===== config.mk =====
export PLATFORM = sky130hd
export DESIGN_NAME = uart_tx
export DESIGN_NICKNAME = d
export VERILOG_FILES = /design/src/rtl/phy_types_pkg.sv /design/src/rtl/socetlib_counter.sv /design/src/rtl/uart_tx_baud.sv /design/src/rtl/uart_tx.sv
export SDC_FILE = /design/constraint.sdc
export NUM_CORES = 1
export LEC_CHECK = 0
export CORE_MARGIN = 3
export CORE_UTILIZATION = 54
export DETAILED_ROUTE_END_ITERATION = 7
export PLACE_DENSITY = 0.87
export SYNTH_ARGS = -nofsm -noshare
export SYNTH_HDL_FRONTEND = slang
export SYNTH_HIERARCHICAL = 1
export SYNTH_SLANG_ARGS = --single-unit

===== constraint.sdc =====
create_clock -name CLK -period 3.3 [get_ports CLK]
set_input_delay 0.825 -clock CLK [delete_from_list [all_inputs] [get_ports CLK]]
set_output_delay 0.825 -clock CLK [all_outputs]
set_load 0.005 [all_outputs]

===== src/rtl/phy_types_pkg.sv =====
// Shared PHY-link types: frame selector, transmitter state and symbol-count helper.
// No logic of its own; imported by the UART transmitter and its helpers.
// No flow control here.
package phy_types_pkg;

  // Frame type chosen by the link layer; NADA means "nothing to send".
  typedef enum logic [1:0] {
    NADA                = 2'd0,
    SELECT_COMMA_1_FLIT = 2'd1,
    SELECT_COMMA_2_FLIT = 2'd2,
    SELECT_COMMA_DATA   = 2'd3
  } comma_sel_t;

  // Transmitter frame phases.
  typedef enum logic [1:0] {
    IDLE  = 2'd0,
    START = 2'd1,
    DATA  = 2'd2,
    STOP  = 2'd3
  } tx_state_t;

  // Widest frame carries this many data symbols.
  localparam int MAX_SYMBOLS = 10;

  // Number of data symbols carried by a frame type; 0 flags an unusable selector.
  function automatic logic [3:0] comma_to_nsym(input comma_sel_t sel);
    case (sel)
      SELECT_COMMA_1_FLIT: comma_to_nsym = 4'd2;
      SELECT_COMMA_2_FLIT: comma_to_nsym = 4'd4;
      SELECT_COMMA_DATA:   comma_to_nsym = 4'd10;
      default:             comma_to_nsym = 4'd0;
    endcase
  endfunction

endpackage


===== src/rtl/socetlib_counter.sv =====
// Generic up-counter with synchronous clear and wrap at a run-time limit.
// Count updates one cycle after count_enable; wraps to 0 after overflow_val.
// No backpressure; clear overrides enable.
module socetlib_counter #(
  parameter int NBITS = 4
) (
  input  logic             CLK,
  input  logic             nRST,
  input  logic             clear,
  input  logic             count_enable,
  input  logic [NBITS-1:0] overflow_val,
  output logic [NBITS-1:0] count_out
);

  // Count up on enable, wrapping to zero once the limit has been reached.
  always_ff @(posedge CLK or negedge nRST) begin
    if (!nRST) begin
      count_out <= '0;
    end else if (clear) begin
      count_out <= '0;
    end else if (count_enable) begin
      if (count_out == overflow_val) count_out <= '0;
      else                           count_out <= count_out + 1'b1;
    end
  end

endmodule


===== src/rtl/uart_tx_baud.sv =====
// Baud-rate divider: modulo-CLKDIV_COUNT counter flagging the last cycle of each symbol.
// sym_tick is decoded straight from the count register (same cycle as count == CLKDIV_COUNT-1).
// No backpressure; clear holds the count at zero and overrides enable.
module uart_tx_baud #(
  parameter int CLKDIV_COUNT = 10
) (
  input  logic CLK,
  input  logic RST,
  input  logic clear,
  input  logic enable,
  output logic sym_tick
);

  // A divider of 1 would need a zero-width counter; keep at least one bit.
  localparam int CW = (CLKDIV_COUNT > 1) ? $clog2(CLKDIV_COUNT) : 1;
  localparam logic [CW-1:0] LAST = CW'(CLKDIV_COUNT - 1);

  logic [CW-1:0] baud_cnt;

  assign sym_tick = (baud_cnt == LAST);

  // Free-run modulo CLKDIV_COUNT while enabled, park at zero when cleared.
  always_ff @(posedge CLK or posedge RST) begin
    if (RST) begin
      baud_cnt <= '0;
    end else if (clear) begin
      baud_cnt <= '0;
    end else if (enable) begin
      if (sym_tick) baud_cnt <= '0;
      else          baud_cnt <= baud_cnt + 1'b1;
    end
  end

endmodule


===== src/rtl/uart_tx.sv =====
// Multi-lane UART transmitter: one start slice, N data slices MSB-first, then a high stop period.
// Line goes low 1 cycle after accept; done pulses (1+N+STOP_SYMBOLS)*CLKDIV_COUNT cycles after accept.
// start is only looked at in IDLE; requests while busy are dropped silently, bad requests pulse tx_err.
module uart_tx
  import phy_types_pkg::*;
#(
  parameter int PORTCOUNT    = 5,
  parameter int CLKDIV_COUNT = 10,
  parameter int STOP_SYMBOLS = 2
) (
  input  logic                          CLK,
  input  logic                          RST,
  input  logic                          start,
  input  comma_sel_t                    comma_sel,
  input  logic [MAX_SYMBOLS*PORTCOUNT-1:0] data,
  output logic                          busy,
  output logic                          done,
  output logic                          tx_err,
  output logic [PORTCOUNT-1:0]          uart_out
);

  localparam int DW = MAX_SYMBOLS * PORTCOUNT;
  localparam logic [2:0] STOP_LAST = 3'(STOP_SYMBOLS - 1);

  tx_state_t          state;
  logic [DW-1:0]      data_q;
  logic [3:0]         nsym_q;
  logic [2:0]         stop_cnt;

  logic [3:0]         req_nsym;
  logic               req_ok;
  logic               accept;
  logic               reject;
  logic               sym_tick;
  logic               rst_n;
  logic [3:0]         sym_k;
  logic [3:0]         sym_idx;
  logic               last_data;
  logic [PORTCOUNT-1:0] cur_slice;

  // A request is usable only if no transmitted slice looks like a start or stop slice.
  always_comb begin
    req_nsym = comma_to_nsym(comma_sel);
    req_ok   = (req_nsym != 4'd0);
    for (int b = 0; b < MAX_SYMBOLS; b++) begin
      if (4'(b) < req_nsym) begin
        if ((~|data[b*PORTCOUNT +: PORTCOUNT]) || (&data[b*PORTCOUNT +: PORTCOUNT]))
          req_ok = 1'b0;
      end
    end
  end

  assign accept = (state == IDLE) && start && req_ok;
  assign reject = (state == IDLE) && start && !req_ok;

  // The accept cycle counts as the first start-symbol cycle, so the divider runs from there.
  uart_tx_baud #(
    .CLKDIV_COUNT (CLKDIV_COUNT)
  ) u_baud (
    .CLK      (CLK),
    .RST      (RST),
    .clear    ((state == IDLE) && !accept),
    .enable   ((state != IDLE) || accept),
    .sym_tick (sym_tick)
  );

  assign rst_n = ~RST;

  // Counts data symbols already sent; the slice index runs the other way, N-1 down to 0.
  socetlib_counter #(
    .NBITS (4)
  ) u_sym_cnt (
    .CLK          (CLK),
    .nRST         (rst_n),
    .clear        (state != DATA),
    .count_enable ((state == DATA) && sym_tick),
    .overflow_val (nsym_q - 4'd1),
    .count_out    (sym_k)
  );

  assign sym_idx   = nsym_q - 4'd1 - sym_k;
  assign last_data = (sym_k == nsym_q - 4'd1);

  // Pick the latched slice for the current data symbol.
  always_comb begin
    cur_slice = '0;
    for (int b = 0; b < MAX_SYMBOLS; b++) begin
      if (sym_idx == 4'(b)) cur_slice = data_q[b*PORTCOUNT +: PORTCOUNT];
    end
  end

  // Frame sequencer; the line register shows the current state's symbol one cycle later.
  always_ff @(posedge CLK or posedge RST) begin
    if (RST) begin
      state    <= IDLE;
      data_q   <= '0;
      nsym_q   <= '0;
      stop_cnt <= '0;
      uart_out <= '1;
      busy     <= 1'b0;
      done     <= 1'b0;
      tx_err   <= 1'b0;
    end else begin
      done   <= 1'b0;
      tx_err <= 1'b0;
      case (state)
        IDLE: begin
          stop_cnt <= '0;
          if (accept) begin
            data_q   <= data;
            nsym_q   <= req_nsym;
            uart_out <= '0;
            busy     <= 1'b1;
            state    <= START;
          end else begin
            uart_out <= '1;
            tx_err   <= reject;
          end
        end
        START: begin
          uart_out <= '0;
          if (sym_tick) state <= DATA;
        end
        DATA: begin
          uart_out <= cur_slice;
          if (sym_tick && last_data) begin
            stop_cnt <= '0;
            state    <= STOP;
          end
        end
        STOP: begin
          uart_out <= '1;
          if (sym_tick) begin
            if (stop_cnt == STOP_LAST) begin
              done  <= 1'b1;
              busy  <= 1'b0;
              state <= IDLE;
            end else begin
              stop_cnt <= stop_cnt + 3'd1;
            end
          end
        end
        default: state <= IDLE;
      endcase
    end
  end

endmodule


# Word level (Yosys, flattened, before mapping)
# Index checks and enable logic that the tools add are counted.
# word_totals
output_inout_bits	8
reg_bits	75
word_cells	169
in_bits	55
# op_classes
n_lt_le_gt_ge	10
reduce_logical	61
add_sub_neg	5
mux	58
eq_ne	25
# ops
cell	count
$mux W5	11
$reduce_and A5 Y1	11
$reduce_or A5 Y1	10
$mux W1	28
$mux W4	6
$pmux W5 S4	1
$eq A4 B3 Y1 const B	4
$lt A3 B4 Y1 const A	4
$eq A4 B4 Y1 const B	3
$logic_not A1 Y1	12
$ne A2 B2 Y1 const B	6
$pmux W4 S3	1
$logic_or A1 B1 Y1	11
$mux W2	5
$mux W3	3
$pmux W3 S3	1
$add A4 B1 Y4 const B	2
$eq A2 B2 Y1 const B	4
$eq A4 B2 Y1 const B	2
$lt A1 B4 Y1 const A	2
$lt A2 B4 Y1 const A	2
$lt A4 B4 Y1 const A	2
$pmux W2 S4	1
$reduce_and A4 Y1	2
16 further kinds	25

# Logic depth before layout (Yosys ltp)
# Gate-level depths: netlist of run 1.
# logic_depth
word_depth	27
depth_mapped	12
mapped_depth_nobuf	11

# Modules after synthesis
# Netlist of run 1, hierarchy kept.
# by_module_without_submodules
module	n_inst	seq_area_each_um2	cells_each	area_per_inst_um2
uart_tx	1	1657.8	315	3537.1
socetlib_counter	1	100.1	27	276.5
uart_tx_baud	1	100.1	26	246.5

# Least setup slack after synthesis of run 1
# Ideal clock, no wire load.
# synth_timing
path_kind	input to register
startpoint	in data[33]
endpoint	reg u_baud.baud_cnt[2]
setup_time_ns	0.073
t_arrival_ns	2.976
required_time_ns	3.227
path_buffers	2
cell_stages	11
setup_slack_ns	0.251
cell_sequence	and3_1 a311o_1 or4_4 a21oi_4 buf_6 buf_6 nor2_1 inv_1 nand2_1 or3b_1 a21oi_2
# synth_via
elab_chain_cells	15
word_cells_on_any_way	18
classes_between	9 x mux; 9 x reduce/logical
# synth_rtl
element	line_no	rtl
start, declared	uart_tx.sv:15	input logic [MAX_SYMBOLS*PORTCOUNT-1:0] data,
$reduce_or A5 Y1	uart_tx.sv:47	if ((~|data[b*PORTCOUNT +: PORTCOUNT]) || (&data[b*PORTCOUNT +: PORTCOUNT]))
$logic_not A1 Y1	uart_tx.sv:47	
$logic_or A1 B1 Y1 (*)	uart_tx.sv:47	
$mux W1 (*)	uart_tx.sv:47	
$mux W1 (*)	uart_tx.sv:46	if (4'(b) < req_nsym) begin
$mux W1	uart_tx.sv:47	
$mux W1 (*)	uart_tx.sv:46	
$mux W1	uart_tx.sv:47	
$mux W1 (*)	uart_tx.sv:46	
$mux W1	uart_tx.sv:47	
$mux W1 (*)	uart_tx.sv:46	
$logic_and A1 B1 Y1 (*)	uart_tx.sv:53	assign accept = (state == IDLE) && start && req_ok;
$logic_not A1 Y1	uart_tx.sv:62	.clear ((state == IDLE) && !accept),
$logic_and A1 B1 Y1	uart_tx.sv:62	
$mux W4 / $reduce_bool A2 Y1 (equally long branches)	n/a	
end signal, assigned	uart_tx_baud.sv:30	else baud_cnt <= baud_cnt + 1'b1;
end, declared	uart_tx_baud.sv:18	logic [CW-1:0] baud_cnt;
# Every way passes the cells marked *; elsewhere a longest branch is shown, timed or not.
# A chain may end at the register's enable or synchronous reset.

# Final worst setup path of run 1
# layout_timing
startpoint	reg nsym_q[1]
endpoint	reg uart_out[1]
# layout_via
elab_chain_cells	14
word_cells_on_any_way	23
classes_between	2 x add/sub; 9 x eq/ne; 11 x mux; 1 x reduce/logical
# layout_rtl
element	line_no	rtl
start, declared	uart_tx.sv:27	logic [3:0] nsym_q;
start signal, assigned	uart_tx.sv:111	nsym_q <= req_nsym;
$sub A4 B1 Y4 (*)	uart_tx.sv:81	assign sym_idx = nsym_q - 4'd1 - sym_k;
$sub A4 B4 Y4 (*)	uart_tx.sv:81	
$logic_not A4 Y1	uart_tx.sv:88	if (sym_idx == 4'(b)) cur_slice = data_q[b*PORTCOUNT +: PORTCOUNT];
$mux W5 (9 in a row)	uart_tx.sv:88	
$mux W5 (*)	uart_tx.sv:88	
$pmux W5 S4 (*)	uart_tx.sv:106	case (state)
end signal, assigned	uart_tx.sv:125	uart_out <= cur_slice;
end, declared	uart_tx.sv:19	output logic [PORTCOUNT-1:0] uart_out
# Marks and branches as above.

==> flow_summary.yaml, run 1 <==
global_route:
  top_usage_layer: "met2"
  gr-total-overflow: 0
  grt_use_met3: 0.0593
  grtUsageTotal: 0.238
  antenna_found_initial: 0
  grt_pass1_vias: 3354
  use_met2: 0.410
  grt_max_degree: 50
  met1_usage: 0.285
  grt_pass1_wl_um: 16000
sta:
  period_needed_ps: 3040
  clock-skew-final_ps: 7.07
  hold_slack_ps: 484
  fin_setup_tns_ps: 0
  max_freq_mhz: 329
  max_slew_margin: 0.512
  tightest_slew_ps: 726
  rsz0062_at_grt: "no"
  setup_ws_ps: 257
  period_share: 0.922
  setup-violations-final: 0
  hold_violations: 0
  slew_violations: 0
floorplanning:
  die_y_um: 92.7
  core_mm2: 0.00706
  die-area_mm2: 0.00860
  start_util: 0.575
  std_cell_rows: 30
  dieWidth_um: 92.7
  ios: 63
synthesis:
  synthXorXnorAreaFrac: 0.0173
  synthCells: 368
  synth_compound_area_frac: 0.0924
  ys_seq_area_frac: 0.458
  synth-seq-cells: 74
  syn_area_per_cell_um2: 11.0
  synth_top_family_by_area: "multiplexers"
  synthSimpleGateAreaFrac: 0.147
  async_reset_ff_frac: 1.00
  syn_nets: 436
  synth_mux_area_frac: 0.204
  syn-cell-area_mm2: 0.00406
  yosys_warnings: 6
  synth_edf_count: 0
  synth_cell_types: 55
  ys.flop_type: "dfrtp_1"
  synthAdderAreaFrac: 0.0401
worst_hold_path:
  whs_path_depth: 1
  worstHoldPathType: "reg -> reg"
  hold_end: "data_q[7]"
  hold_path_startpoint: "data_q[7]"
cells_and_area:
  final_common_cell: "dfrtp_1"
  final_nets: 510
  areaGrowthSynthToFinish_pct: 24.5
  layout-drive-gt1-share: 0.179
  final_cell_mix: "dfrtp_1 (69), clkdlybuf4s50_1 (62), mux2_2 (37)"
  antenna_cells: 0
cts:
  ctsHtreeMaxLevel: 3
  clk_pin_slew_ps: 80
  holdBufCountCts: 0
  numCtsBuffers: 9
  cts_tree: "built"
  clk_latency_ps: 360
  cts_resized: 0
  postCtsSetupBuffers: 0
  cts_buffer_depth: 2
  ctsRootBufferMaster: "clkbuf_8"
  cts_sinks: 74
run:
  max_cap_viol_count: 0
placement:
  io_buffers: 62
  place_ws_ps: -14.7
  place.gp.congestion: 0.811
  dp_hpwl_um: 7060
route:
  routed_wl_um: 9450
  drt-initial-drc-count: 150
  drc: 0
  detail-route-antenna-nets: 0
  vias: 3141
  vias_per_cell: 5.78
  post_drt_wl_per_cell_um: 17.4
  dr.pass1.iters: 4
pwr:
  p_comb_frac: 0.459
  irDropWorstVdd_v: 0.000434
  p_per_area_mw_per_mm2: 867
  cellLeakagePower_uw: 0.00213
  total_power_uw: 4380
  power_switching_uw: 1590
  p_int_uw: 2790
  switching_share: 0.363
  seq_power_share: 0.362
  clockPowerShare: 0.179
critical_path:
  cp.required_ps: 3580
  worstPathArrival_ps: 3320
  cp-start-kind: "flip-flop"
  regToRegStartpoint: "nsym_q[1]"
  reg2reg_depth: 10
  r2r-end: "uart_out[1]"
  critPathKind: "reg -> reg"
  cp_cell_sequence: "inv_1, ha_1, inv_1, ha_1, xnor2_1, mux2_2, a221oi_1, a21oi_1, nor4_1, nor3_1"
  cp_max_fo: 7
  cp-end-kind: "flip-flop"
  rrSetupSlack_ps: 260
  cp_slowest_cell: "xnor2_1"
  worst_path_largest_cell_delay_ps: 600
status:
  status: "completed"
sequential cells by signal (all words and copies together) (netlist names):
name / cells
data_q: 50
tx_err: 1
u_baud/baud_cnt: 4
busy: 1
stop_cnt: 3
nsym_q: 3
uart_out: 5
state: 2
done: 1
u_sym_cnt/count_out: 4
power by group through the flow:
stage	logic [µW]	registers, µW	clock network (µW)
after floorplan	1440	1510	0
after global placement	1910	1570	0
after detailed placement	1980	1590	0
after CTS	2010	1580	790
after global routing	2250	1630	834
final	2010	1590	786
metrics by stage:
step	cells	instance area (µm²)	util
after detailed placement	527	4830	0.685
final	543	5050	0.716
after CTS	543	5050	0.716
after floorplan	368	4060	-
after global routing	543	5050	0.716
after global placement	527	4830	0.685
cell families (layout without fill, tap and decap cells):
logic type,count (synthesis),after routing
simple gates,109,109
mux,75,75
flops,74,74
compound gates,57,57
buf+inv,31,110
fa+ha+maj,13,13
xor+xnor,8,8
other cells,1,1
worst max-delay path: cells and delay by family, from the launching register on:
kind	cells	cell delay (ps)
AO/OA/AOI/OAI	2	370
XOR/XNOR	1	600
adder cells (fa/ha/maj)	2	520
buffers and inverters	2	230
flip-flops	1	380
multiplexers	1	420
AND/OR/NAND/NOR	2	430
synthesized netlist by cell type, types with 4 or more instances:
master,instances,area share
o32ai_1,4,0.0086
nand3_1,8,0.0099
inv_1,18,0.017
nor2b_1,4,0.0062
and3_1,7,0.011
or4_1,4,0.0074
a21oi_1,14,0.017
nor2_1,20,0.018
xor2_1,6,0.013
a221oi_1,4,0.0086
nand2_1,23,0.021
dfrtp_1,69,0.43
mux2_1,26,0.072
dfstp_2,5,0.032
nor3_1,7,0.0086
ha_1,13,0.040
mux2_2,37,0.10
nand2b_1,6,0.0092
nor4_1,7,0.011
mux2i_1,12,0.030
clkbuf_1,5,0.0046
o21ai_0,18,0.022
layer usage:
| metal | share of wire | wire, µm |
|---|---|---|
| met5 | 0 | 0 |
| met4 | 0.024 | 223 |
| met3 | 0.051 | 483 |
| met2 | 0.50 | 4730 |
| met1 | 0.42 | 4010 |
layout make-up:
class	count	area, µm²
timing repair buffer	76	751
multi-input combinational	263	2040
clock inverter	5	78.8
fill	514	2000
sequential	74	1860
inverter	18	67.6
clock buffer	11	141
tap	96	120
worst max-delay path by stage:
stage                     slack, ps            endpoint  cells past startpoint  startpoint
after global placement           50            state[1]                      9    data[31]
after global routing             10         uart_out[1]                     10   nsym_q[1]
final                           260         uart_out[1]                     10   nsym_q[1]
after detailed placement        -10            state[1]                      9    data[31]
after floorplan                 250  u_baud/baud_cnt[2]                     11    data[33]
after CTS                       270         uart_out[1]                     10   nsym_q[1]
(Power assumes the default switching activity.)
==> run 2, diff against run 1 <==
--- a/config.mk
+++ b/config.mk
@@ -7,9 +7,10 @@
 export LEC_CHECK = 0
 export CORE_MARGIN = 3
 export CORE_UTILIZATION = 54
+export CTS_BUF_LIST = sky130_fd_sc_hd__clkbuf_16
 export DETAILED_ROUTE_END_ITERATION = 7
 export PLACE_DENSITY = 0.87
+export RECOVER_POWER = 50
 export SYNTH_ARGS = -nofsm -noshare
 export SYNTH_HDL_FRONTEND = slang
-export SYNTH_HIERARCHICAL = 1
 export SYNTH_SLANG_ARGS = --single-unit
==> run 2 against run 1 <==
Compared with the run above:
- first-iteration DRC count grew 11%
- cell area grew 0.15%
- sequential cell count is the same
- critical path depth shrank 2
- sequential power is essentially flat
- register-to-register slack gained 430 ps
- synthesized cell count shrank 5.4%
- cell count shrank 2.9%
- combinational power shrank 8%
- wire length shrank 0.14%
- clock skew is essentially flat
- clock-buffer cell count shrank 2
- critical path type is now in -> reg
==> flow_summary.yaml, run 2 <==
floorplanning:
  die_y_um: 91.8
  ios: 63
  die-area_mm2: 0.00843
  dieWidth_um: 91.8
  start_util: 0.569
  core_mm2: 0.00698
  std_cell_rows: 30
run:
  max_cap_viol_count: 0
synthesis:
  synth_edf_count: 0
  yosys.cell_count.top_type: "dfrtp_1"
  synthCells: 348
  syn-cell-area_mm2: 0.00398
  yosys.area.top_type_share: 0.434
  synth_area_leaders: "dfrtp_1 (43%), mux2_2 (11%), ha_1 (4.1%)"
  syn_area_per_cell_um2: 11.4
  synth-seq-cells: 74
  yosys_warnings: 0
  ys_seq_area_frac: 0.467
  syn_nets: 416
  async_reset_ff_frac: 1.00
  synth_cell_types: 53
  yosys-top-cells-count: "dfrtp_1 (69), mux2_2 (40), nand2_1 (23)"
  yosys.area.top_type: "dfrtp_1"
  ys.flop_type: "dfrtp_1"
route:
  post_drt_wl_per_cell_um: 17.9
  detail-route-antenna-nets: 0
  routed_wl_um: 9430
  vias_per_cell: 5.91
  dr.pass1.iters: 4
  drt-initial-drc-count: 167
  vias: 3113
  drc: 0
cts:
  ctsRootBufferMaster: "clkbuf_16"
  ctsHtreeMaxLevel: 3
  postCtsSetupBuffers: 0
  clk_pin_slew_ps: 50
  cts_tree: "built"
  clk_latency_ps: 330
  numCtsBuffers: 9
  cts_resized: 0
  cts_buffer_depth: 2
  holdBufCountCts: 0
  cts_sinks: 74
cells_and_area:
  largest_reg_flops: 50
  fill_cells: 503
  final_nets: 494
  layout-drive-gt1-share: 0.190
  areaGrowthSynthToFinish_pct: 27.3
  top_regs: "data_q: 50 flops, uart_out: 5 flops"
  stdcell_count: 527
  antenna_cells: 0
  largest-register: "data_q"
  final_common_cell: "dfrtp_1"
  final_cell_mix: "dfrtp_1 (69), clkdlybuf4s50_1 (60), mux2_2 (40)"
critical_path:
  worst-path-buf-inv: 2
  crit_family: "simple AND/OR/NAND/NOR gates"
  cp-start-kind: "input port"
  worst_path_largest_cell_delay_ps: 510
  cp_cell_sequence: "clkdlybuf4s50_1, or4_1, nor2_1, or4_1, o31a_1, nor3_4, buf_4, mux2_2"
  rrSetupSlack_ps: 690
  cp-end-kind: "flip-flop"
  cp_max_fo: 18
  critPathKind: "in -> reg"
  cp.required_ps: 3500
  cp_slowest_cell: "or4_1"
  cpMostUsedCell: "or4_1"
  worstPathArrival_ps: 3260
sta:
  rsz0062_at_grt: "no"
  period_share: 0.925
  max_slew_margin: 0.284
  setup-violations-final: 0
  setup_ws_ps: 247
  tightest_slew_ps: 1070
  clock-skew-final_ps: 7.48
  max_freq_mhz: 328
  hold_violations: 0
  hold_slack_ps: 492
  period_needed_ps: 3050
  slew_violations: 0
  fin_setup_tns_ps: 0
placement:
  place.gp.congestion: 0.885
  dp_hpwl_um: 6890
  dp.cells: 511
  io_buffers: 62
  place_ws_ps: -50.4
pwr:
  cellLeakagePower_uw: 0.00216
  p_per_area_mw_per_mm2: 863
  total_power_uw: 4370
  irDropWorstVdd_v: 0.000400
status:
  status: "completed"
worst_hold_path:
  worstHoldPathType: "reg -> reg"
global_route:
  grtUsageTotal: 0.234
  gr-total-overflow: 0
  grt_pass1_wl_um: 15600
  antenna_found_initial: 0
  grt_pass1_vias: 3190
  grt_max_degree: 33
[run 2: cell count changes in the layout (fill, tap and decap cells not counted), sizes merged, moves of 4 or more]
cell / before / now
and3: 7 / 12
o21ai: 19 / 11
buf: 14 / 18
a21oi: 16 / 7
mux2: 63 / 54
mux2i: 12 / 8
nor4: 8 / 1
mux4: 0 / 5
nand3: 8 / 15
nor2: 20 / 16
[run 2: metal layers]
layer / global-route usage / share of wire / vias to the layer above
li1: - / - / 1444
met1: 0.298 / 0.43 / 1550
met2: 0.402 / 0.50 / 96
met3: 0.0345 / 0.037 / 23
met4: 0.0916 / 0.029 / 0
met5: 0 / 0 / -
[run 2: kinds of logic (layout without fill, tap and decap cells)]
group | after synthesis | count (layout) | synth area share
muxes | 67 | 67 | 0.201
AOI/OAI and AO/OA | 46 | 46 | 0.0837
buffers and inverters | 31 | 114 | 0.0378
and+or+nand+nor | 109 | 109 | 0.148
xor gates and xnor gates | 8 | 8 | 0.0211
DFF | 74 | 74 | 0.467
adders and majority gates | 13 | 13 | 0.0409
[run 2: final timing paths]
| kind | startpoint | end | cells past startpoint |
|---|---|---|---|
| setup / recovery | data[32] | data_q[40] | 8 |
| hold reg to reg | data_q[9] | data_q[9] | 1 |
| min in group asynchronous | RST | data_q[7] | 2 |
| hold / removal | data_q[9] | data_q[9] | 1 |
| max in group asynchronous | RST | data_q[47] | 3 |
| setup reg to reg | nsym_q[1] | uart_out[1] | 10 |
[run 2: layout make-up]
cell class	count	area, µm²	area share
Timing Repair Buffer	82	777	0.154
Clock buffer	9	225	0.0445
Clock inverter	7	53.8	0.0106
Sequential cell	74	1860	0.367
Tap cell	96	120	0.0237
Multi-Input combinational cell	243	1970	0.389
Inverter	16	60.1	0.0119
[run 2: power by group]
part	internal, µW	switching [µW]
registers	1350	255
clock network	570	353
logic	926	911
[run 2: metrics by stage]
stage          area, µm²   util
2_1_floorplan       3980      -
3_3_place_gp        4790  0.686
3_5_place_dp        4790  0.686
4_1_cts             5070  0.726
5_1_grt             5060  0.725
6_report            5060  0.725
[run 2: worst register-to-register path: stages (launching register included)]
cell     delay (ps)
dfrtp_1         360
inv_1            70
ha_1            280
inv_1            40
ha_1            370
xor2_1          610
nand2_1         110
nor2_1          150
and3_1          230
nand2_1          80
a41oi_1         210
==> run 3, diff against run 2 <==
--- a/config.mk
+++ b/config.mk
@@ -5,12 +5,14 @@
 export SDC_FILE = /design/constraint.sdc
 export NUM_CORES = 1
 export LEC_CHECK = 0
+export ABC_AREA = 1
 export CORE_MARGIN = 3
-export CORE_UTILIZATION = 54
+export CORE_UTILIZATION = 55
 export CTS_BUF_LIST = sky130_fd_sc_hd__clkbuf_16
 export DETAILED_ROUTE_END_ITERATION = 7
-export PLACE_DENSITY = 0.87
+export PLACE_DENSITY = 0.88
 export RECOVER_POWER = 50
 export SYNTH_ARGS = -nofsm -noshare
 export SYNTH_HDL_FRONTEND = slang
+export SYNTH_HIERARCHICAL = 1
 export SYNTH_SLANG_ARGS = --single-unit
==> run 3 against run 2 <==
Compared with the run above:
- cell count rose by 42%
- sequential share of layout area down 1.2 points
- sequential power is 2% lower
- critical path type is now reg -> reg
- critical endpoint is now uart_out[2]
- highest routed layer unchanged
- worst hold slack worse by 5.5 ps
- critical path depth increased by 7
==> flow_summary.yaml, run 3 <==
critical_path:
  cp_max_fo: 19
  critPathKind: "reg -> reg"
  worst-path-buf-inv: 2
  crit_family: "simple AND/OR/NAND/NOR gates"
  cp_cell_sequence: "inv_1, ha_1, inv_1, ha_1, nand2_1, nand2_1, nor2_1, nand3_1, nand2_4, nand2_2, nor3_1, nand2_1, nand3_1, nand2_1, a21oi_1"
  cp-end-kind: "flip-flop"
  crit_cells: 15
  cp.required_ps: 3570
  cp-start-kind: "flip-flop"
  cp_slowest_cell: "nor3_1"
  worstPathArrival_ps: 3090
  cpMostUsedCell: "nand2_1"
  reg2reg_depth: 15
  worst_path_largest_cell_delay_ps: 460
cells_and_area:
  final_cell_mix: "nand2_1 (199), inv_1 (84), dfrtp_1 (69)"
  fill_cells: 564
  areaGrowthSynthToFinish_pct: 23.2
  antenna_cells: 0
  final_common_cell: "nand2_1"
  layout-drive-gt1-share: 0.0692
  fin_area_mm2: 0.00523
  largest-register: "data_q"
  final_nets: 713
  top_regs: "data_q: 50 flops, uart_out: 5 flops"
  largest_reg_flops: 50
route:
  vias: 4025
  drc: 0
  post_drt_wl_per_cell_um: 13.9
  drt-initial-drc-count: 275
  dr.pass1.iters: 5
  vias_per_cell: 5.37
  routed_wl_um: 10400
  detail-route-antenna-nets: 0
cts:
  cts_resized: 0
  cts_tree: "built"
  postCtsSetupBuffers: 0
  ctsRootBufferMaster: "clkbuf_16"
  numCtsBuffers: 9
  clk_pin_slew_ps: 60
  ctsHtreeMaxLevel: 3
  cts_buffer_depth: 2
  cts_sinks: 74
  clk_latency_ps: 340
  holdBufCountCts: 0
sta:
  clock-skew-final_ps: 5.65
  tightest_slew_ps: 1350
  rsz0062_at_grt: "no"
  period_needed_ps: 2820
  setup-violations-final: 0
  max_slew_margin: 0.101
  period_share: 0.855
  hold_violations: 0
  slew_violations: 0
  fin_setup_tns_ps: 0
  max_freq_mhz: 354
synthesis:
  synthCells: 580
  synth_area_leaders: "dfrtp_1 (41%), nand2_1 (18%), inv_1 (7.3%)"
  synth_compound_area_frac: 0.0940
  synth_top_family_by_area: "simple AND/OR/NAND/NOR gates"
  async_reset_ff_frac: 1.00
  synthXorXnorAreaFrac: 0.00796
  yosys.area.top_type_share: 0.407
  synth_edf_count: 0
  synth-seq-cells: 74
  synth_mux_area_frac: 0
  syn-cell-area_mm2: 0.00425
  yosys.cell_count.top_type: "nand2_1"
  yosys_warnings: 6
  synthAdderAreaFrac: 0.0383
  ys.flop_type: "dfrtp_1"
  yosys-top-cells-count: "nand2_1 (199), inv_1 (83), dfrtp_1 (69)"
  yosys.area.top_type: "dfrtp_1"
  synth_cell_types: 42
  synthSimpleGateAreaFrac: 0.326
  ys_seq_area_frac: 0.438
  syn_area_per_cell_um2: 7.32
floorplanning:
  dieWidth_um: 93.9
  start_util: 0.576
  die-area_mm2: 0.00881
  die_y_um: 93.9
  std_cell_rows: 31
  ios: 63
  core_mm2: 0.00737
worst_hold_path:
  whs_path_depth: 2
  worstHoldPathType: "reg -> reg"
placement:
  dp_hpwl_um: 7570
  place_area_mm2: 0.00499
  place.gp.congestion: 0.830
  io_buffers: 62
global_route:
  grt_pass1_vias: 4027
  antenna_found_initial: 0
  grtUsageTotal: 0.253
  gr-total-overflow: 0
  grt_pass1_wl_um: 17300
  grt_max_degree: 57
pwr:
  cellLeakagePower_uw: 0.00259
  irDropWorstVdd_v: 0.000385
  p_per_area_mw_per_mm2: 924
status:
  status: "completed"
run:
  max_cap_viol_count: 0
-- run 3: changes by cell type after synthesis, sizes merged, moves of 10 or more --
cell | before | now
nand2 | 23 | 204
inv | 16 | 88
mux2 | 54 | 0
o21ai | 11 | 43
nand3 | 15 | 38
nand4 | 5 | 25
a21oi | 7 | 20
and3 | 12 | 0
nor2 | 16 | 26
-- run 3: worst paths after layout --
kind	from	end	slack (ps)
max	nsym_q[1]	uart_out[2]	480
min	data_q[42]	data_q[42]	490
max reg2reg	nsym_q[1]	uart_out[2]	480
min reg2reg	data_q[42]	data_q[42]	490
max in group asynchronous	RST	data_q[19]	570
min in group asynchronous	RST	u_baud/baud_cnt[2]	830
-- run 3: through the flow --
stage	instances	utilization	hold slack, ps	power, µW	worst slack, ps
CTS	749	0.713	487	4830	495
finish	749	0.710	487	4830	479
global placement	733	0.677	466	3750	387
global route	749	0.710	507	5220	195
detailed placement	733	0.677	467	3890	229
floorplan	581	-	449	3230	715
-- run 3: per-layer routing --
layer	track usage	part of all wire	wire length (µm)	vias up
met4	0.116	0.029	303	0
met5	0	0	0	-
met3	0.0681	0.062	644	29
met2	0.443	0.50	5210	135
met1	0.285	0.41	4210	1878
li1	-	-	-	1983
-- run 3: final cells by class --
| cell class | count | area [µm²] | share of cell area |
|---|---|---|---|
| Clock inverter | 7 | 46.3 | 0.00885 |
| Multi-Input combinational cell | 404 | 1970 | 0.377 |
| Sequential cell | 74 | 1860 | 0.355 |
| Timing Repair Buffer | 67 | 668 | 0.128 |
| Tap cell | 99 | 124 | 0.0237 |
| Inverter | 89 | 334 | 0.0639 |
| Clock buffer | 9 | 225 | 0.0431 |
-- run 3: where the power goes --
group | internal [µW] | leakage, µW | switching, µW | total [µW]
registers | 1320 | 0.000923 | 249 | 1570
logic | 838 | 0.00153 | 1520 | 2360
clock network | 507 | 0.000133 | 393 | 900
total | 2670 | 0.00259 | 2160 | 4830
-- run 3: worst register-to-register path: stages (launching register included) --
cell	delay, ps
dfrtp_1	380
inv_1	100
ha_1	290
inv_1	60
ha_1	360
nand2_1	110
nand2_1	60
nor2_1	80
nand3_1	130
nand2_4	200
nand2_2	80
nor3_1	460
nand2_1	100
nand3_1	130
nand2_1	80
a21oi_1	150
-- run 3: logic make-up after synthesis --
group / Yosys count
and+or+nand+nor: 313
buffers and inverters: 103
DFF: 74
AOI/OAI and AO/OA: 73
adders and majority gates: 13
xor gates and xnor gates: 3
other: 1
==> edit 1, RTL diff (config.mk and constraints of run 3) <==
Register the input `comma_sel` before use, without a reset. The logic sees it one clock later. The other inputs are not delayed to match.
--- a/src/rtl/uart_tx.sv
+++ b/src/rtl/uart_tx.sv
@@ -22,6 +22,12 @@
   localparam int DW = MAX_SYMBOLS * PORTCOUNT;
   localparam logic [2:0] STOP_LAST = 3'(STOP_SYMBOLS - 1);
 
+  comma_sel_t comma_sel_q;
+
+  always_ff @(posedge CLK) begin
+    comma_sel_q <= comma_sel;
+  end
+
   tx_state_t          state;
   logic [DW-1:0]      data_q;
   logic [3:0]         nsym_q;
@@ -40,7 +46,7 @@
 
   // A request is usable only if no transmitted slice looks like a start or stop slice.
   always_comb begin
-    req_nsym = comma_to_nsym(comma_sel);
+    req_nsym = comma_to_nsym(comma_sel_q);
     req_ok   = (req_nsym != 4'd0);
     for (int b = 0; b < MAX_SYMBOLS; b++) begin
       if (4'(b) < req_nsym) begin
Function: changed (a bounded check fails within 4 cycles, from zero or initial values and one cycle with RST high).
==> edit 1 against run 3 <==
Final area increased by 4.1%. Synthesized cell count rose by 0.52%. Worst setup slack got worse by 0.069 ns. Synthesized area is 2.9% higher. Total power grew 11%. Wire length rose by 3.0%. Sequential cell count grew 2. Critical path type unchanged.
==> edit 1: results (changes against run 3) <==
| Metric | Value |
|---|---|
| Worst Hold Launch | `data_q[45]$_DFFE_PP0P_` |
| Port Buf Inserts | `62 (unchanged)` |
| Largest regs | `data_q x50, uart_out x5` |
| Clock-pin transition on the worst setup and hold timing paths | `0.06 ns (about the same)` |
| Vias per cell | `5.50 (+2.3%)` |
| Cell count after placement | `738 (+0.68%)` |
| Max Buffers Root-to-Sink | `2 (unchanged)` |
| First-pass GRT wire length | `18500 um (+6.7%)` |
| WP data arrival | `3.14 ns (+0.05 ns)` |
| Largest net degree at the start of global routing | `39 (-32%)` |
| Outcome | `complete, no violations` |
| Critical path class | `register to register` |
| Max FO, Critical Path | `18 (-1)` |
| M3 GR Usage | `5.60% (-1.2 points)` |
| Sw frac | `43.9% (-0.85 points)` |
| Vias | `4144 (+3.0%)` |
| Clock Latency Late Sink | `0.33 ns` |
| Yosys Warn Count | `6 (unchanged)` |
| M1 GR Usage | `33.0% (+4.4 points)` |
| Initial antenna violation count | `0 (unchanged)` |
| Fin Clk Skew | `0.00419 ns (-0.00146 ns)` |
| Top cells by area in the synthesized netlist | `dfrtp_1 40%, nand2_1 17%, inv_1 6.8%, o21ai_0 4.1%, nand3_1 3.9%` |
| CTS resizes | `0 (unchanged)` |
| Tot GR Track Use | `26.3% (+1.0 points)` |
| Nets | `718 (+0.70%)` |
| Met2 Track Usage GR | `45.0% (+0.72 points)` |
| Num CTS Buffers | `9 (unchanged)` |
| Diodes inserted | `0 (unchanged)` |
| Final wirelength | `10700 um (+3.0%)` |
| Vias in the first global route | `4024 (-0.074%)` |
| Leakage | `2.67 nW (+3.2%)` |
| Post-CTS setup buffers | `0 (unchanged)` |
| Max IR drop VDD | `0.493 mV (+28%)` |
| H-tree levels | `3 (unchanged)` |
| HPWL Detailed | `7690 um (+1.7%)` |
| Worst slew pin tran | `1.35 ns (+0.000889 ns)` |
| Root Buffer | `clkbuf_16` |
| DR pass1 iterations | `5 (unchanged)` |
| DR iter-0 viols | `262 (-4.7%)` |
| Sequential element share of the synthesized area | `43.4% (-0.34 points)` |
| Hold Crit Class | `register to register` |
| Commonest cells in the netlist | `201 x nand2_1, 79 x inv_1, 69 x dfrtp_1` |
| Share of layout cells above drive strength 1 | `9.31% (+2.4 points)` |
| RePlAce Congestion | `0.873 (+5.2%)` |
| Yosys cell types | `45 (+7.1%)` |
| Post-synth ARST share | `97.4% (-2.6 points)` |
| Gate Count Post-Synth | `583 (+0.52%)` |
| FF-to-FF Start | `nsym_q[1]$_DFFE_PP0P_` |
edit 1: final cells by class:
type,instances,area [sq um]
repair buffers,68,678
inverters,87,332
fillers,528,2040
multi-input cells,408,2060
clock buffers,9,225
flip-flops and latches,76,1900
well taps,99,124
clock inverters,7,124
edit 1: through the flow:
stage | total power [W] | instance area (sq um) | worst slack (ns)
finish | 0.00535 | 5450 | 0.410
global route | 0.00579 | 5450 | 0.127
CTS | 0.00535 | 5450 | 0.419
detailed placement | 0.00414 | 5100 | 0.286
global placement | 0.00400 | 5100 | 0.373
floorplan | 0.00352 | 4370 | 0.715
edit 1: critical path: stages (launching register included):
cell     delay (ns)
dfrtp_1        0.41
inv_1          0.11
ha_1           0.29
inv_1          0.06
ha_1           0.37
nand2_1        0.12
inv_1          0.04
nor2_1         0.13
nand3_2        0.11
nand2_4        0.21
nand3_1        0.24
o21ai_0        0.16
inv_1          0.05
nand4_1        0.09
nand2_1        0.08
nand3_1        0.10
nand2_1        0.08
a21oi_1        0.16
edit 1: logic make-up (layout without fill, tap and decap cells):
logic type      count (synthesis)  after routing  share of synthesized area, %
xor+xnor                        3              3                          1.03
other cells                     1              2                        0.0858
flops                          76             76                          43.4
buf+inv                       100            171                          9.25
compound gates                 71             71                          8.96
fa+ha+maj                      13             13                          3.72
simple gates                  319            319                          33.5
edit 1: worst paths after layout:
kind	to	slack (ns)	cells after the start
max in group asynchronous	uart_out[3]$_DFF_PP1_	1.07	3
worst max register to register	uart_out[2]$_DFF_PP1_	0.41	17
worst min register to register	data_q[45]$_DFFE_PP0P_	0.49	2
min in group asynchronous	u_baud/baud_cnt[3]$_DFFE_PP0P_	0.84	2
worst min-delay path	data_q[45]$_DFFE_PP0P_	0.49	2
worst max-delay path	uart_out[2]$_DFF_PP1_	0.41	17
edit 1: layer usage:
layer	vias up	part of all wire [%]
li1	2005	-
met1	1945	41
met2	167	50
met3	27	5.8
met4	0	2.5
met5	-	0
edit 1: power groups by stage:
stage / Combinational, W / Sequential [W] / Clock (W)
after detailed placement: 0.00250 / 0.00164 / 0
after global placement: 0.00238 / 0.00162 / 0
after floorplan: 0.00196 / 0.00156 / 0
final: 0.00257 / 0.00163 / 0.00115
after CTS: 0.00256 / 0.00163 / 0.00115
after global routing: 0.00291 / 0.00168 / 0.00120
==> edit 2, RTL diff (settings of run 3) <==
Made on the original files. `MAX_SYMBOLS`: 10 -> 9.
--- a/src/rtl/phy_types_pkg.sv
+++ b/src/rtl/phy_types_pkg.sv
@@ -20,7 +20,7 @@
   } tx_state_t;
 
   // Widest frame carries this many data symbols.
-  localparam int MAX_SYMBOLS = 10;
+  localparam int MAX_SYMBOLS = 9;
 
   // Number of data symbols carried by a frame type; 0 flags an unusable selector.
   function automatic logic [3:0] comma_to_nsym(input comma_sel_t sel);
Interface: changed (resized data); port bits go from 63 to 58. No check against the original RTL was run, so the function may have changed too.
==> edit 2 against run 3 <==
Synthesized area fell by 4.2%. Worst setup slack improved by 0.0047 ns. Critical endpoint is now uart_out[3]$_DFF_PP1_. Wire length decreased by 4.4%. Clock skew barely moved. Count of clock-buffer cells in the layout is the same. Sequential cell count down 5. Final area fell by 4.4%. Maximum frequency up 0.17%. Synthesized cell count is 5.7% lower.
Power is not compared: it rests on default switching activity, and its combinational part moved more than twofold at a synthesized area within 25%.
==> edit 2: results (changes against run 3) <==
| Metric | Value |
|---|---|
| Outcome | `complete, no violations` |
| Largest regs | `data_q x45, uart_out x5` |
| Vias in the first global route | `3760 (-6.6%)` |
| Met3 WL | `604 um (-6.2%)` |
| Sequential element share of the synthesized area | `42.6% (-1.1 points)` |
| Tot GR Track Use | `25.5% (+0.20 points)` |
| Die ar. | `8460 sq um (-4.0%)` |
| WHS Endpoint | `data_q[44]$_DFFE_PP0P_` |
| Fin Clk Skew | `0.00590 ns (+0.000254 ns)` |
| Wire length on met1 | `3970 um (-5.8%)` |
| HPWL Detailed | `7380 um (-2.4%)` |
| Drt wl/cell | `14.0 um (+1.1%)` |
| Max FO, Critical Path | `17 (-2)` |
| Port Buf Inserts | `57 (-8.1%)` |
| Share of layout cells above drive strength 1 | `7.84% (+0.92 points)` |
| Nets | `670 (-6.0%)` |
| M3 GR Usage | `6.23% (-0.58 points)` |
| RePlAce Congestion | `0.864 (+4.1%)` |
| WP data arrival | `3.08 ns (about the same)` |
| Gate Count Post-Synth | `547 (-5.7%)` |
| Setup slack at placement | `0.316 ns (+0.0864 ns)` |
| Met2 routed WL | `5060 um (-2.8%)` |
| FF-to-FF path depth | `17 (+2)` |
| Finished Layout Cells | `708 (-5.5%)` |
| Worst Hold Launch | `data_q[44]$_DFFE_PP0P_` |
| Met2 Track Usage GR | `44.2% (-0.13 points)` |
edit 2: cell types whose count changed after synthesis, sizes merged, moves of 10 or more:
cell / change
inv: -13
o21ai: -13
nand4: -10
nor2: +16
edit 2: worst max-delay path by stage:
| stage | end | slack [ns] | cells past startpoint |
|---|---|---|---|
| floorplan | busy$_DFFE_PP0P_ | 0.86 | 1 |
| global placement | nsym_q[2]$_DFFE_PP0P_ | 0.43 | 10 |
| detailed placement | u_baud/baud_cnt[2]$_DFFE_PP0P_ | 0.32 | 16 |
| CTS | uart_out[2]$_DFF_PP1_ | 0.51 | 17 |
| global route | data_q[15]$_DFFE_PP0P_ | 0.22 | 3 |
| finish | uart_out[3]$_DFF_PP1_ | 0.48 | 17 |
edit 2: layout make-up:
class / instances / area [sq um]
Fill cell: 552 / 1980
Clock inverter: 7 / 58.8
Timing Repair Buffer: 60 / 603
Clock buffer: 9 / 225
Multi-Input combinational cell: 391 / 1970
Tap cell: 96 / 120
Sequential cell: 69 / 1730
Inverter: 76 / 288
edit 2: power groups by stage:
stage / Combinational, W / Sequential, W / Clock, W
after global routing: 0.000125 / 0.000846 / 0.000971
after global placement: 0.000115 / 0.000862 / 0
after detailed placement: 0.000117 / 0.000862 / 0
after floorplan: 0.0000318 / 0.000862 / 0
after CTS: 0.000118 / 0.000847 / 0.000936
final: 0.000114 / 0.000847 / 0.000925
edit 2: per-stage QoR:
step | util [%] | area (sq um) | total power, W | hold slack (ns)
5_1_grt | 71.6 | 5000 | 0.00194 | 0.499
4_1_cts | 72.0 | 5030 | 0.00190 | 0.477
3_5_place_dp | 68.0 | 4740 | 0.000979 | 0.462
3_3_place_gp | 68.0 | 4740 | 0.000976 | 0.459
2_1_floorplan | - | 4070 | 0.000893 | 0.444
6_report | 71.6 | 5000 | 0.00189 | 0.482
edit 2: cell families (layout without fill, tap and decap cells):
| logic type | after synthesis | in the layout | share of synthesized area [%] |
|---|---|---|---|
| xor gates and xnor gates | 3 | 3 | 0.831 |
| buffers and inverters | 88 | 152 | 8.62 |
| adders and majority gates | 13 | 13 | 4.00 |
| other | 1 | 2 | 0.0922 |
| DFF | 69 | 69 | 42.6 |
| AOI/OAI and AO/OA | 61 | 61 | 8.77 |
| and+or+nand+nor | 312 | 312 | 35.1 |
edit 2: worst max-delay path, stage by stage, from the launching register on:
cell and delay, ns:
dfrtp_1 0.37, inv_1 0.15, ha_1 0.26, inv_1 0.11, ha_1 0.31, nand2_1 0.14
nand2_1 0.11, nor2_2 0.14, nand3_2 0.16, nand2_8 0.17, nand2_4 0.09, nor3_4 0.23
nand2_1 0.10, nand2_1 0.07, inv_1 0.04, nand4_1 0.09, nand2_1 0.08, a21oi_1 0.13
